<file path="src/rtl/vga_display_engine_if.sv">
// Pixel-memory read port and video output bundle for vga_display_engine.
// master = display engine, slave = memory/monitor side.
interface vga_display_engine_if #(
  parameter int unsigned ADDR_W = 19,
  parameter int unsigned PIX_W  = 8
);
  logic              mode;
  logic [PIX_W-1:0]  mem_data;
  logic [ADDR_W-1:0] mem_addr;
  logic              pix_ce;
  logic              h_sync;
  logic              v_sync;
  logic [PIX_W-1:0]  rgb;
  logic              blank_n;
  logic              sync_n;
  logic              frame_start;

  modport master (
    input  mode, mem_data,
    output mem_addr, pix_ce, h_sync, v_sync, rgb, blank_n, sync_n, frame_start
  );

  modport slave (
    output mode, mem_data,
    input  mem_addr, pix_ce, h_sync, v_sync, rgb, blank_n, sync_n, frame_start
  );
endinterface

</file>
<file path="src/rtl/vga_display_engine.sv">
// VGA timing generator with two framebuffer windows (row-major and transposed),
// fixed memory read latency and a flag pipeline that keeps all outputs aligned.
module vga_display_engine #(
  parameter int unsigned CLK_DIV  = 2,
  parameter int unsigned H_SYNC   = 96,
  parameter int unsigned H_BP     = 48,
  parameter int unsigned H_ACTIVE = 640,
  parameter int unsigned H_FP     = 16,
  parameter int unsigned V_SYNC   = 2,
  parameter int unsigned V_BP     = 33,
  parameter int unsigned V_ACTIVE = 480,
  parameter int unsigned V_FP     = 10,
  parameter logic        SYNC_POL = 1'b1,
  parameter int unsigned ADDR_W   = 19,
  parameter int unsigned PIX_W    = 8,
  parameter int unsigned MEM_LAT  = 1,
  parameter int unsigned W0_W     = 320,
  parameter int unsigned W0_H     = 320,
  parameter int unsigned W0_BASE  = 204800,
  parameter int unsigned W1_W     = 640,
  parameter int unsigned W1_H     = 320,
  parameter int unsigned W1_BASE  = 0
) (
  input  logic clk,
  input  logic rst,
  vga_display_engine_if.master bus
);

  localparam int unsigned H_TOT = H_SYNC + H_BP + H_ACTIVE + H_FP;
  localparam int unsigned V_TOT = V_SYNC + V_BP + V_ACTIVE + V_FP;
  localparam int unsigned HS0   = H_SYNC + H_BP;
  localparam int unsigned VS0   = V_SYNC + V_BP;
  localparam int unsigned DIV_W = (CLK_DIV > 1) ? $clog2(CLK_DIV) : 1;
  localparam int unsigned HC_W  = (H_TOT > 1) ? $clog2(H_TOT) : 1;
  localparam int unsigned VC_W  = (V_TOT > 1) ? $clog2(V_TOT) : 1;

  typedef struct packed {
    logic hs;
    logic vs;
    logic act;
    logic inw;
    logic fs;
  } flags_t;

  logic [DIV_W-1:0]  div;
  logic [HC_W-1:0]   hc;
  logic [VC_W-1:0]   vc;
  logic              mode_q;
  logic              pix_ce;
  logic [31:0]       hc32;
  logic [31:0]       vc32;
  logic [31:0]       x;
  logic [31:0]       y;
  logic [31:0]       addr_full;
  flags_t            cur;
  flags_t            pipe [MEM_LAT];
  logic [ADDR_W-1:0] addr_q;
  logic [PIX_W-1:0]  rgb_q;
  logic              hs_q;
  logic              vs_q;
  logic              act_q;
  logic              fs_q;

  assign pix_ce = ~rst & (div == DIV_W'(CLK_DIV - 1));

  always_ff @(posedge clk or posedge rst) begin
    if (rst) begin
      div <= '0;
    end else if (pix_ce) begin
      div <= '0;
    end else begin
      div <= div + 1'b1;
    end
  end

  // The window select is latched at the top-left tick so a frame never mixes windows.
  always_ff @(posedge clk or posedge rst) begin
    if (rst) begin
      hc     <= '0;
      vc     <= '0;
      mode_q <= 1'b0;
    end else if (pix_ce) begin
      if (hc == HC_W'(H_TOT - 1)) begin
        hc <= '0;
        vc <= (vc == VC_W'(V_TOT - 1)) ? '0 : vc + 1'b1;
      end else begin
        hc <= hc + 1'b1;
      end
      if (hc == '0 && vc == '0) begin
        mode_q <= bus.mode;
      end
    end
  end

  always_comb begin
    hc32      = 32'(hc);
    vc32      = 32'(vc);
    x         = hc32 - HS0;
    y         = vc32 - VS0;
    cur       = '0;
    cur.hs    = hc32 < H_SYNC;
    cur.vs    = vc32 < V_SYNC;
    cur.act   = (hc32 >= HS0) && (hc32 < HS0 + H_ACTIVE) &&
                (vc32 >= VS0) && (vc32 < VS0 + V_ACTIVE);
    cur.fs    = (hc == '0) && (vc == '0);
    addr_full = '0;
    if (mode_q) begin
      cur.inw   = cur.act && (x < W1_W) && (y < W1_H);
      addr_full = W1_BASE + x * W1_H + y;
    end else begin
      cur.inw   = cur.act && (x < W0_W) && (y < W0_H);
      addr_full = W0_BASE + y * W0_W + x;
    end
  end

  // pipe[MEM_LAT-1] is the pixel whose memory word arrives on this tick.
  always_ff @(posedge clk or posedge rst) begin
    if (rst) begin
      for (int unsigned i = 0; i < MEM_LAT; i++) begin
        pipe[i] <= '0;
      end
      addr_q <= '0;
      rgb_q  <= '0;
      hs_q   <= 1'b0;
      vs_q   <= 1'b0;
      act_q  <= 1'b0;
      fs_q   <= 1'b0;
    end else begin
      fs_q <= 1'b0;
      if (pix_ce) begin
        pipe[0] <= cur;
        for (int unsigned i = 1; i < MEM_LAT; i++) begin
          pipe[i] <= pipe[i-1];
        end
        addr_q <= cur.inw ? addr_full[ADDR_W-1:0] : '0;
        hs_q   <= pipe[MEM_LAT-1].hs;
        vs_q   <= pipe[MEM_LAT-1].vs;
        act_q  <= pipe[MEM_LAT-1].act;
        rgb_q  <= pipe[MEM_LAT-1].inw ? bus.mem_data : '0;
        fs_q   <= pipe[MEM_LAT-1].fs;
      end
    end
  end

  assign bus.mem_addr    = addr_q;
  assign bus.pix_ce      = pix_ce;
  assign bus.h_sync      = hs_q ? SYNC_POL : ~SYNC_POL;
  assign bus.v_sync      = vs_q ? SYNC_POL : ~SYNC_POL;
  assign bus.rgb         = rgb_q;
  assign bus.blank_n     = act_q;
  assign bus.sync_n      = 1'b0;
  assign bus.frame_start = fs_q;

endmodule

</file>
<file path="src/flat_wrapper.sv">
// flat-port wrapper written by rule: the top's interface ports become plain ports
module vga_display_engine_flat 
#(
  parameter int unsigned CLK_DIV  = 2,
  parameter int unsigned H_SYNC   = 96,
  parameter int unsigned H_BP     = 48,
  parameter int unsigned H_ACTIVE = 640,
  parameter int unsigned H_FP     = 16,
  parameter int unsigned V_SYNC   = 2,
  parameter int unsigned V_BP     = 33,
  parameter int unsigned V_ACTIVE = 480,
  parameter int unsigned V_FP     = 10,
  parameter logic        SYNC_POL = 1'b1,
  parameter int unsigned ADDR_W   = 19,
  parameter int unsigned PIX_W    = 8,
  parameter int unsigned MEM_LAT  = 1,
  parameter int unsigned W0_W     = 320,
  parameter int unsigned W0_H     = 320,
  parameter int unsigned W0_BASE  = 204800,
  parameter int unsigned W1_W     = 640,
  parameter int unsigned W1_H     = 320,
  parameter int unsigned W1_BASE  = 0
)
  (clk, rst, bus_mode, bus_mem_data, bus_mem_addr, bus_pix_ce, bus_h_sync, bus_v_sync, bus_rgb, bus_blank_n, bus_sync_n, bus_frame_start);
  vga_display_engine_if #(.ADDR_W(ADDR_W), .PIX_W(PIX_W)) bus_i ();
  input  logic clk;
  input  logic rst;
  input wire logic [$bits(bus_i.mode)-1:0] bus_mode;
  input wire logic [$bits(bus_i.mem_data)-1:0] bus_mem_data;
  output wire logic [$bits(bus_i.mem_addr)-1:0] bus_mem_addr;
  output wire logic [$bits(bus_i.pix_ce)-1:0] bus_pix_ce;
  output wire logic [$bits(bus_i.h_sync)-1:0] bus_h_sync;
  output wire logic [$bits(bus_i.v_sync)-1:0] bus_v_sync;
  output wire logic [$bits(bus_i.rgb)-1:0] bus_rgb;
  output wire logic [$bits(bus_i.blank_n)-1:0] bus_blank_n;
  output wire logic [$bits(bus_i.sync_n)-1:0] bus_sync_n;
  output wire logic [$bits(bus_i.frame_start)-1:0] bus_frame_start;
  assign bus_i.mode = bus_mode;
  assign bus_i.mem_data = bus_mem_data;
  assign bus_mem_addr = bus_i.mem_addr;
  assign bus_pix_ce = bus_i.pix_ce;
  assign bus_h_sync = bus_i.h_sync;
  assign bus_v_sync = bus_i.v_sync;
  assign bus_rgb = bus_i.rgb;
  assign bus_blank_n = bus_i.blank_n;
  assign bus_sync_n = bus_i.sync_n;
  assign bus_frame_start = bus_i.frame_start;
  vga_display_engine #(.CLK_DIV(CLK_DIV), .H_SYNC(H_SYNC), .H_BP(H_BP), .H_ACTIVE(H_ACTIVE), .H_FP(H_FP), .V_SYNC(V_SYNC), .V_BP(V_BP), .V_ACTIVE(V_ACTIVE), .V_FP(V_FP), .SYNC_POL(SYNC_POL), .ADDR_W(ADDR_W), .PIX_W(PIX_W), .MEM_LAT(MEM_LAT), .W0_W(W0_W), .W0_H(W0_H), .W0_BASE(W0_BASE), .W1_W(W1_W), .W1_H(W1_H), .W1_BASE(W1_BASE)) u_core (.clk(clk), .rst(rst), .bus(bus_i));
endmodule
</file>
<file path="config.mk">
export PLATFORM = sky130hd
export DESIGN_NAME = vga_display_engine_flat
export DESIGN_NICKNAME = d
export VERILOG_FILES = /design/src/rtl/vga_display_engine_if.sv /design/src/rtl/vga_display_engine.sv /design/src/flat_wrapper.sv
export SDC_FILE = /design/constraint.sdc
export NUM_CORES = 1
export LEC_CHECK = 0
export ABC_AREA = 1
export ABC_CLOCK_PERIOD_IN_PS = 5580
export CAP_MARGIN = 30
export CORE_ASPECT_RATIO = 1.75
export CORE_MARGIN = 1.5
export CORE_UTILIZATION = 30
export DETAILED_ROUTE_END_ITERATION = 8
export PLACE_DENSITY = 0.44
export SKIP_LAST_GASP = 1
export SYNTH_ARGS = -nofsm -noshare
export SYNTH_HDL_FRONTEND = slang
export SYNTH_SLANG_ARGS = --single-unit
</file>
<file path="constraint.sdc">
create_clock -name clk -period 5.58 [get_ports clk]
set_input_delay 1.116 -clock clk [delete_from_list [all_inputs] [get_ports clk]]
set_output_delay 1.116 -clock clk [all_outputs]
set_load 0.02 [all_outputs]
</file>
* Yosys cells after proc, flatten, opt, wreduce, memory -nomap -nowiden *
Index checks and enable logic that the tools add are counted.

storage, ports and cells
  input port bits = 11
  bits in registers = 58
  output and inout port bits = 33
  logic and storage cells = 60

operators by class
  multiplexer cells = 10
  equal/unequal tests = 2
  bitwise gates (word level) = 2
  multipliers = 2
  magnitude comparators = 9
  add/sub/neg operators = 8
  reductions and logical operators = 12

operator list
  kind                      number
  $lt A32 B9 Y1 const B     2
  $mul A32 B3 Y13 const B   2
  $add A19 B19 Y19          2
  $mux W19                  2
  $lt A32 B10 Y1 const B    1
  $add A10 B1 Y10 const B   2
  $eq A10 B10 Y1 const B    2
  $logic_not A10 Y1         2
  $lt A10 B10 Y1 const B    2
  $mux W10                  2
  $add A18 B19 Y19 const A  1
  $sub A10 B6 Y11 const B   1
  $sub A10 B8 Y11 const B   1
  $ge A10 B6 Y1 const B     1
  $ge A10 B8 Y1 const B     1
  $lt A10 B2 Y1 const B     1
  $lt A10 B7 Y1 const B     1
  $logic_and A1 B1 Y1       8
  $mux W8                   1
  $mux W1                   5
  $reduce_and A2 Y1         2
  $add A1 B1 Y1 const B     1
  $and A1 B1 Y1             1
  $not A1 Y1                1

* Longest topological paths before layout *
Gate-level depths: netlist of run 1.

  depth after elaboration = 8
  gate-level depth with buffers = 31

* Least setup slack after synthesis of run 1 *
No wires, ideal clock.

  path type = flip-flop to flip-flop
  from = register u_core.vc[0]
  to = register u_core.addr_q[17] (netlist: u_core.bus.mem_addr[17])
  setup time = 116 ps
  stages on the path, launching flop included = 26
  clock period less this slack = 4192 ps
  path buffers = 0
  required time = 5464 ps
  arrival = 4076 ps
  setup slack = 1388 ps
  path through = dfrtp_1 ha_1 inv_1 nand2_1 inv_1 nor2_1 a21oi_1 inv_1 ha_1 inv_1 fa_1 o21ai_0 a21oi_1 o21ai_0 xor2_1 inv_1 ha_1 ha_1 nand2_1 nor3_1 nand3_1 o2111ai_1 xnor2_1 a21oi_1 nand2_1 nand2_1

between the ends
  longest elaborated chain between the ends = 7

RTL lines
  element                                                  RTL line                   source
  start: declaration                                       vga_display_engine.sv:47   logic [VC_W-1:0] vc;
  start signal: assignment                                 vga_display_engine.sv:85   vc <= (vc == VC_W'(V_TOT - 1)) ? '0 : vc + 1'b1;
  branches (longest 6 deep; another with $mul A32 B3 Y13)  n/a
  $mux W19 *                                               vga_display_engine.sv:135  addr_q <= cur.inw ? addr_full[ADDR_W-1:0] : '0;
  end signal: assignment                                   vga_display_engine.sv:135
  end: declaration                                         vga_display_engine.sv:57   logic [ADDR_W-1:0] addr_q;

Mark *: on every way between the ends.
A chain may end at the register's enable or synchronous reset.

* Final worst setup path of run 1 *
Ends and elaborated chain as after synthesis.

==> results of run 1 <==
[how the worst max path moves through the flow]
stage | endpoint
global route | u_core.bus.mem_addr[18]$_DFFE_PP0P_
CTS | u_core.bus.mem_addr[17]$_DFFE_PP0P_
detailed placement | u_core.bus.mem_addr[17]$_DFFE_PP0P_
finish | u_core.bus.mem_addr[17]$_DFFE_PP0P_
global placement | u_core.bus.mem_addr[17]$_DFFE_PP0P_
floorplan | u_core.bus.mem_addr[17]$_DFFE_PP0P_
[final cells by class]
| cell class | instances | share of cell area |
|---|---|---|
| Clock buffer | 10 | 0.0359 |
| Clock inverter | 6 | 0.00621 |
| Inverter | 130 | 0.0734 |
| Multi-Input combinational cell | 596 | 0.554 |
| Sequential cell | 58 | 0.218 |
| Tap cell | 238 | 0.0448 |
| Timing Repair Buffer | 46 | 0.0677 |
[where the power goes]
group,internal [mW],leakage [nW],switching [mW]
sequential,0.470,0.764,0.0612
clock,0.312,0.131,0.222
combinational,1.02,2.51,1.82
total,1.80,3.40,2.10
[synth_stat cells, types with 2 or more instances]
| cell | number | area [sq um] |
|---|---|---|
| a31oi_1 | 3 | 18.8 |
| o21ai_0 | 40 | 200 |
| a21o_1 | 2 | 15.0 |
| nand3_1 | 56 | 280 |
| inv_1 | 122 | 458 |
| xor2_2 | 2 | 32.5 |
| buf_1 | 2 | 7.51 |
| nand3_4 | 2 | 35.0 |
| clkbuf_1 | 8 | 30.0 |
| nand3_2 | 3 | 30.0 |
| nand2_1 | 180 | 676 |
| dfrtp_1 | 58 | 1450 |
| xor2_1 | 21 | 184 |
| or2_2 | 3 | 18.8 |
| o31ai_1 | 3 | 22.5 |
| xnor2_1 | 7 | 61.3 |
| a21oi_1 | 52 | 260 |
| ha_1 | 77 | 963 |
| nand4_1 | 11 | 68.8 |
| nand2_4 | 3 | 33.8 |
| o21bai_1 | 4 | 30.0 |
| inv_2 | 8 | 30.0 |
| o21ai_1 | 10 | 50.1 |
| nor2_1 | 51 | 191 |
| nor2_2 | 9 | 56.3 |
| buf_2 | 2 | 10.0 |
| nand2_2 | 7 | 43.8 |
| fa_1 | 4 | 80.1 |
| nor2_4 | 3 | 33.8 |
| o2111ai_1 | 2 | 17.5 |
| nor3_1 | 23 | 115 |
| nor4_1 | 6 | 37.5 |
[layout by cell type, fill, tap and decap left out, types with 4 or more instances in the layout]
cell type	count
nand4_1	11
xnor2_1	7
fa_1	4
clkbuf_16	9
nor4_1	6
ha_1	77
clkdlybuf4s50_1	42
buf_4	4
o21bai_1	4
nor2_2	9
nand3_1	56
xor2_1	21
a21oi_1	52
o21ai_1	10
nor3_1	23
inv_1	121
nor2_1	51
nand2_2	7
nand2_1	180
inv_2	9
o21ai_0	40
dfrtp_1	58
[flip-flops by register name, indices dropped and copies added (netlist names)]
| register | count |
|---|---|
| u_core.bus.mem_addr | 19 |
| u_core.hc | 10 |
| u_core.vc | 10 |
| u_core.bus.rgb | 8 |
| u_core.pipe | 5 |
| u_core.bus.blank_n | 1 |
| u_core.bus.frame_start | 1 |
| u_core.div | 1 |
| u_core.hs_q | 1 |
| u_core.mode_q | 1 |
| u_core.vs_q | 1 |
[kinds of logic (layout without fill, tap and decap cells)]
group | count (synthesis) | in the layout | synth area share
flip-flops | 58 | 58 | 0.255
multiplexers | 2 | 2 | 0.00374
adder cells (fa/ha/maj) | 81 | 81 | 0.183
XOR/XNOR | 31 | 31 | 0.0537
AND/OR/NAND/NOR | 358 | 358 | 0.287
other | 1 | 1 | 0.000659
buffers and inverters | 144 | 192 | 0.0974
AO/OA/AOI/OAI | 123 | 123 | 0.119
[stage by stage]
| step | area [sq um] | instances |
|---|---|---|
| finish | 6650 | 1084 |
| global route | 6650 | 1084 |
| CTS | 6650 | 1084 |
| detailed placement | 6370 | 1068 |
| global placement | 6370 | 1068 |
| floorplan | 5690 | 798 |
[per-layer routing]
metal  wire, um  vias up  share of wire
met4        970        0          0.053
met3        340       42          0.019
met5          0        -              0
met1       6740     2443           0.37
met2      10100       93           0.56
li1           -     2696              -
[worst reg2reg max path, cell delays in order, from the launching register on]
cell and delay [ns]:
dfrtp_1 0.44, ha_1 0.27, inv_1 0.13, nand2_1 0.10, inv_1 0.10, nor2_1 0.05, a21oi_1 0.22, inv_1 0.10
ha_1 0.32, inv_1 0.07, fa_1 0.46, o21ai_0 0.30, a21oi_1 0.12, o21ai_0 0.27, xor2_1 0.17, inv_1 0.06
ha_1 0.27, ha_1 0.34, nand2_1 0.09, nor3_1 0.19, nand3_1 0.11, o2111ai_1 0.13, xnor2_1 0.16, a21oi_1 0.09
nand2_1 0.08, nand2_1 0.05
==> flow_metrics.py, run 1 <==
metrics = {
    "placed_design": {
        "dpl.hpwl_mm": 14.7,
        "place_congestion": 0.926,
        "port_buffers": 42,
        "pre_cts_ws_ns": 0.835,
    },
    "critical_path": {
        "cpMostUsedCell": "inv_1",
        "rrSetupSlack_ns": 0.79,
        "worst-path-buf-inv": 5,
        "worst_r2r_endpoint": "u_core.bus.mem_addr[17]$_DFFE_PP0P_",
        "cp_max_fo": 7,
        "cp.depth": 25,
        "worstSetupStartpointType": "flip-flop",
        "max_stage_delay_ns": 0.46,
        "slowest_stage": "fa_1",
        "cp-end-kind": "flip-flop",
        "cp.required_ns": 5.81,
        "crit_type": "flip-flop to flip-flop",
        "arrival_ns": 5.01,
        "reg2reg_from": "u_core.vc[0]$_DFFE_PP0P_",
        "crit_start": "u_core.vc[0]$_DFFE_PP0P_",
        "rr_worst_depth": 25,
        "critPathTopFamily": "adder cells",
    },
    "synth": {
        "synth-async-reset-ratio": 1.00,
        "ys_seq_area_frac": 0.255,
        "syn_inst": 798,
        "syn_area_per_cell_sq_um": 7.13,
        "synth-main-ff-cell": "dfrtp_1",
        "synth-edff-count": 0,
        "synth_cell_types": 46,
        "syn_area_sq_mm": 0.00569,
        "syn-num-nets": 890,
        "synth_seq_cells": 58,
        "synth_warnings": 0,
    },
    "clocking": {
        "clockBufferDepth": 2,
        "clock-sinks": 58,
        "clk_latency_ns": 0.34,
        "root_buffer": "clkbuf_16",
        "postCtsHoldBufs": 0,
        "cts_tree": "yes",
        "cts_setup_buffers": 0,
        "cts_max_level": 3,
        "cts_resized": 0,
        "cts_buffers": 9,
        "clk_pin_slew_ns": 0.06,
    },
    "die": {
        "core-area_sq_mm": 0.0186,
        "initial_core_util": 0.306,
        "dieHeight_um": 185,
        "die_w_um": 107,
        "num_rows": 66,
        "io_pins": 44,
        "dieArea_sq_mm": 0.0198,
    },
    "status": {
        "outcome": "completed",
    },
    "global_route": {
        "grt_max_degree": 59,
        "busiest_layer": "met2",
        "grt_usage": 0.192,
        "antenna_found_initial": 0,
        "met3_usage": 0.0204,
        "met1_usage": 0.188,
        "grt_pass1_wl_mm": 28.4,
        "grt_overflow": 0,
        "grt_pass1_vias": 5388,
        "met2_usage": 0.375,
    },
    "timing": {
        "fin_skew_ns": 0.00906,
        "slew_violations": 0,
        "clock.fmax_mhz": 209,
        "finalSetupTns_ns": 0,
        "period_minus_slack_ns": 4.79,
        "worstMarginPinSlew_ns": 0.821,
        "timing.hold.ws_ns": 0.410,
        "finalHoldViolCount": 0,
        "rsz0062_at_grt": "no",
        "max_slew_margin": 0.452,
        "fin_ws_ns": 0.794,
        "min_period_over_period": 0.858,
        "finalSetupViolCount": 0,
    },
    "min_path": {
        "whs_path_depth": 1,
        "min_to": "u_core.div$_DFF_PP0_",
        "worstHoldPathType": "flip-flop to flip-flop",
        "min-delay-start": "u_core.div$_DFF_PP0_",
    },
    "finish": {
        "multiInputGateArea_sq_mm": 0.00368,
        "register_area_sq_mm": 0.00145,
        "area_growth_pct": 16.9,
        "antenna_cells": 0,
        "nets": 933,
        "drive_above_1_share": 0.0780,
        "fill_cells": 2001,
        "final_core_util": 0.358,
    },
    "pwr": {
        "powerDensity_mw_per_mm2": 587,
        "power_mw": 3.90,
        "ir_worst_vdd_mv": 0.210,
        "power_leakage_nw": 3.40,
    },
    "detailed_routing": {
        "via_per_inst": 4.87,
        "first_iter_violations": 197,
        "vias": 5274,
        "drc": 0,
        "ant_nets": 0,
        "drt_pass1_iterations": 6,
        "wire_per_inst_um": 16.8,
        "wl_mm": 18.2,
    },
    "flow_run": {
        "drv_cap": 0,
    },
}
Note: power is estimated with default switching activity, not from simulation.
==> inputs of run 2 (changes only) <==
- CORE_MARGIN: 1.5 -> default
==> run 2 against run 1 <==
Net effect:
- flip-flop and latch count is the same
- clock power grew 1%
- clock-buffer cell count is the same
- critical path type unchanged
- design area is essentially flat
- combinational power is essentially flat
- sequential power is essentially flat
- die area shrank 1.5%
- setup slack lost 0.025 ns
- via count grew 1.6%
- power grew 0.27%
- maximum frequency shrank 0.52%
- highest routed layer unchanged
- first-iteration DRC count shrank 7.6%
==> flow_metrics.py, run 2 (same netlist as run 1, synthesis figures left out) <==
metrics = {
    "clocking": {
        "cts_setup_buffers": 0,
        "clock-sinks": 58,
        "clockBufferDepth": 2,
        "postCtsHoldBufs": 0,
        "root_buffer": "clkbuf_16",
        "clk_latency_ns": 0.35,
        "cts_buffers": 9,
        "cts_max_level": 3,
        "cts_tree": "yes",
        "clk_pin_slew_ns": 0.06,
        "cts_resized": 0,
    },
    "timing": {
        "min_period_over_period": 0.862,
        "finalSetupTns_ns": 0,
        "worstMarginPinSlew_ns": 0.781,
        "timing.hold.ws_ns": 0.426,
        "rsz0062_at_grt": "no",
        "fin_skew_ns": 0.00956,
        "finalHoldViolCount": 0,
        "max_slew_margin": 0.479,
        "clock.fmax_mhz": 208,
        "slew_violations": 0,
        "finalSetupViolCount": 0,
        "period_minus_slack_ns": 4.81,
    },
    "global_route": {
        "grt_pass1_wl_mm": 28.5,
        "grt_pass1_vias": 5454,
        "grt_max_degree": 59,
        "grt_usage": 0.195,
        "antenna_found_initial": 0,
        "grt_overflow": 0,
    },
    "critical_path": {
        "cp_max_fo": 7,
        "cp-end-kind": "flip-flop",
        "max_stage_delay_ns": 0.46,
        "rrSetupSlack_ns": 0.77,
        "arrival_ns": 5.05,
        "worstSetupStartpointType": "flip-flop",
        "cp.required_ns": 5.82,
        "cpMostUsedCell": "inv_1",
        "crit_type": "flip-flop to flip-flop",
        "slowest_stage": "fa_1",
    },
    "pwr": {
        "powerDensity_mw_per_mm2": 588,
        "p_comb_frac": 0.726,
        "p_sw_mw": 2.11,
        "power_leakage_nw": 3.41,
        "clockPowerShare": 0.138,
        "ir_worst_vdd_mv": 0.248,
        "p_int_mw": 1.80,
        "pwr-share-seq": 0.135,
        "netSwitchingFraction": 0.540,
    },
    "finish": {
        "drive_above_1_share": 0.0780,
        "largest_reg_flops": 19,
        "final_common_cell": "nand2_1",
        "nets": 933,
        "antenna_cells": 0,
        "area_growth_pct": 16.9,
        "fill_cells": 2034,
        "layout_common_cells": "nand2_1 (180), inv_1 (121), ha_1 (77), dfrtp_1 (58), nand3_1 (56)",
    },
    "die": {
        "initial_core_util": 0.306,
        "core-area_sq_mm": 0.0186,
        "io_pins": 44,
        "dieArea_sq_mm": 0.0195,
        "die_w_um": 106,
        "num_rows": 66,
        "dieHeight_um": 184,
    },
    "flow_run": {
        "drv_cap": 0,
    },
    "detailed_routing": {
        "drc": 0,
        "wl_mm": 18.2,
        "vias": 5359,
        "drt_pass1_iterations": 5,
        "first_iter_violations": 182,
        "ant_nets": 0,
        "via_per_inst": 4.94,
        "wire_per_inst_um": 16.8,
    },
    "min_path": {
        "worstHoldPathType": "flip-flop to flip-flop",
    },
    "status": {
        "outcome": "completed",
    },
    "placed_design": {
        "dpl.hpwl_mm": 14.9,
        "port_buffers": 42,
        "place_congestion": 0.911,
    },
}
[run 2: final cells by class]
class / count / area [sq um] / area share
well taps: 238 / 298 / 0.0448
inverters: 130 / 488 / 0.0734
flip-flops and latches: 58 / 1450 / 0.218
repair buffers: 46 / 450 / 0.0677
clock inverters: 6 / 42.5 / 0.00640
multi-input cells: 596 / 3680 / 0.554
clock buffers: 10 / 239 / 0.0359
[run 2: critical path: cells and delay by family (launching register included)]
| kind | cells | cell delay (ns) |
|---|---|---|
| fa+ha+maj | 5 | 1.67 |
| xor+xnor | 2 | 0.35 |
| flops | 1 | 0.44 |
| compound gates | 6 | 1.11 |
| buf+inv | 5 | 0.47 |
| simple gates | 7 | 0.64 |
[run 2: per-layer routing]
| layer | GRT usage | vias up | part of all wire |
|---|---|---|---|
| li1 | - | 2695 | - |
| met1 | 0.183 | 2545 | 0.36 |
| met2 | 0.400 | 87 | 0.59 |
| met3 | 0.0244 | 32 | 0.019 |
| met4 | 0.0994 | 0 | 0.034 |
| met5 | 0 | - | 0 |
[run 2: per-stage QoR]
stage               cell area [sq um]  instances  utilization  total power, mW  worst slack, ns
finish                           6650       1084        0.358             3.91            0.769
global route                     6650       1084        0.358             4.30            0.225
CTS                              6650       1084        0.358             3.95            0.763
detailed placement               6370       1068        0.343             3.37            0.806
global placement                 6370       1068        0.343             3.34            0.872
floorplan                        5690        798            -             2.65             1.39
[run 2: final timing paths]
path,from,endpoint,cells after the start
worst max register to register,u_core.vc[0]$_DFFE_PP0P_,u_core.bus.mem_addr[17]$_DFFE_PP0P_,25
max in group asynchronous,rst,u_core.vc[7]$_DFFE_PP0P_,3
worst max-delay path,u_core.vc[0]$_DFFE_PP0P_,u_core.bus.mem_addr[17]$_DFFE_PP0P_,25
min in group asynchronous,rst,u_core.bus.frame_start$_DFF_PP0_,3
worst min register to register,u_core.div$_DFF_PP0_,u_core.div$_DFF_PP0_,1
worst min-delay path,u_core.div$_DFF_PP0_,u_core.div$_DFF_PP0_,1
[run 2: power groups by stage]
stage	clock network [mW]	registers, mW	logic [mW]
after floorplan	0	0.539	2.11
after global placement	0	0.537	2.81
after detailed placement	0	0.538	2.83
after CTS	0.559	0.531	2.85
after global routing	0.572	0.540	3.19
final	0.541	0.530	2.84
==> inputs of run 3 (changes only) <==
- SKIP_LAST_GASP: 1 -> default
==> results of run 3 <==
Same layout as run 2: the final DEF is identical, and so are final timing and power.
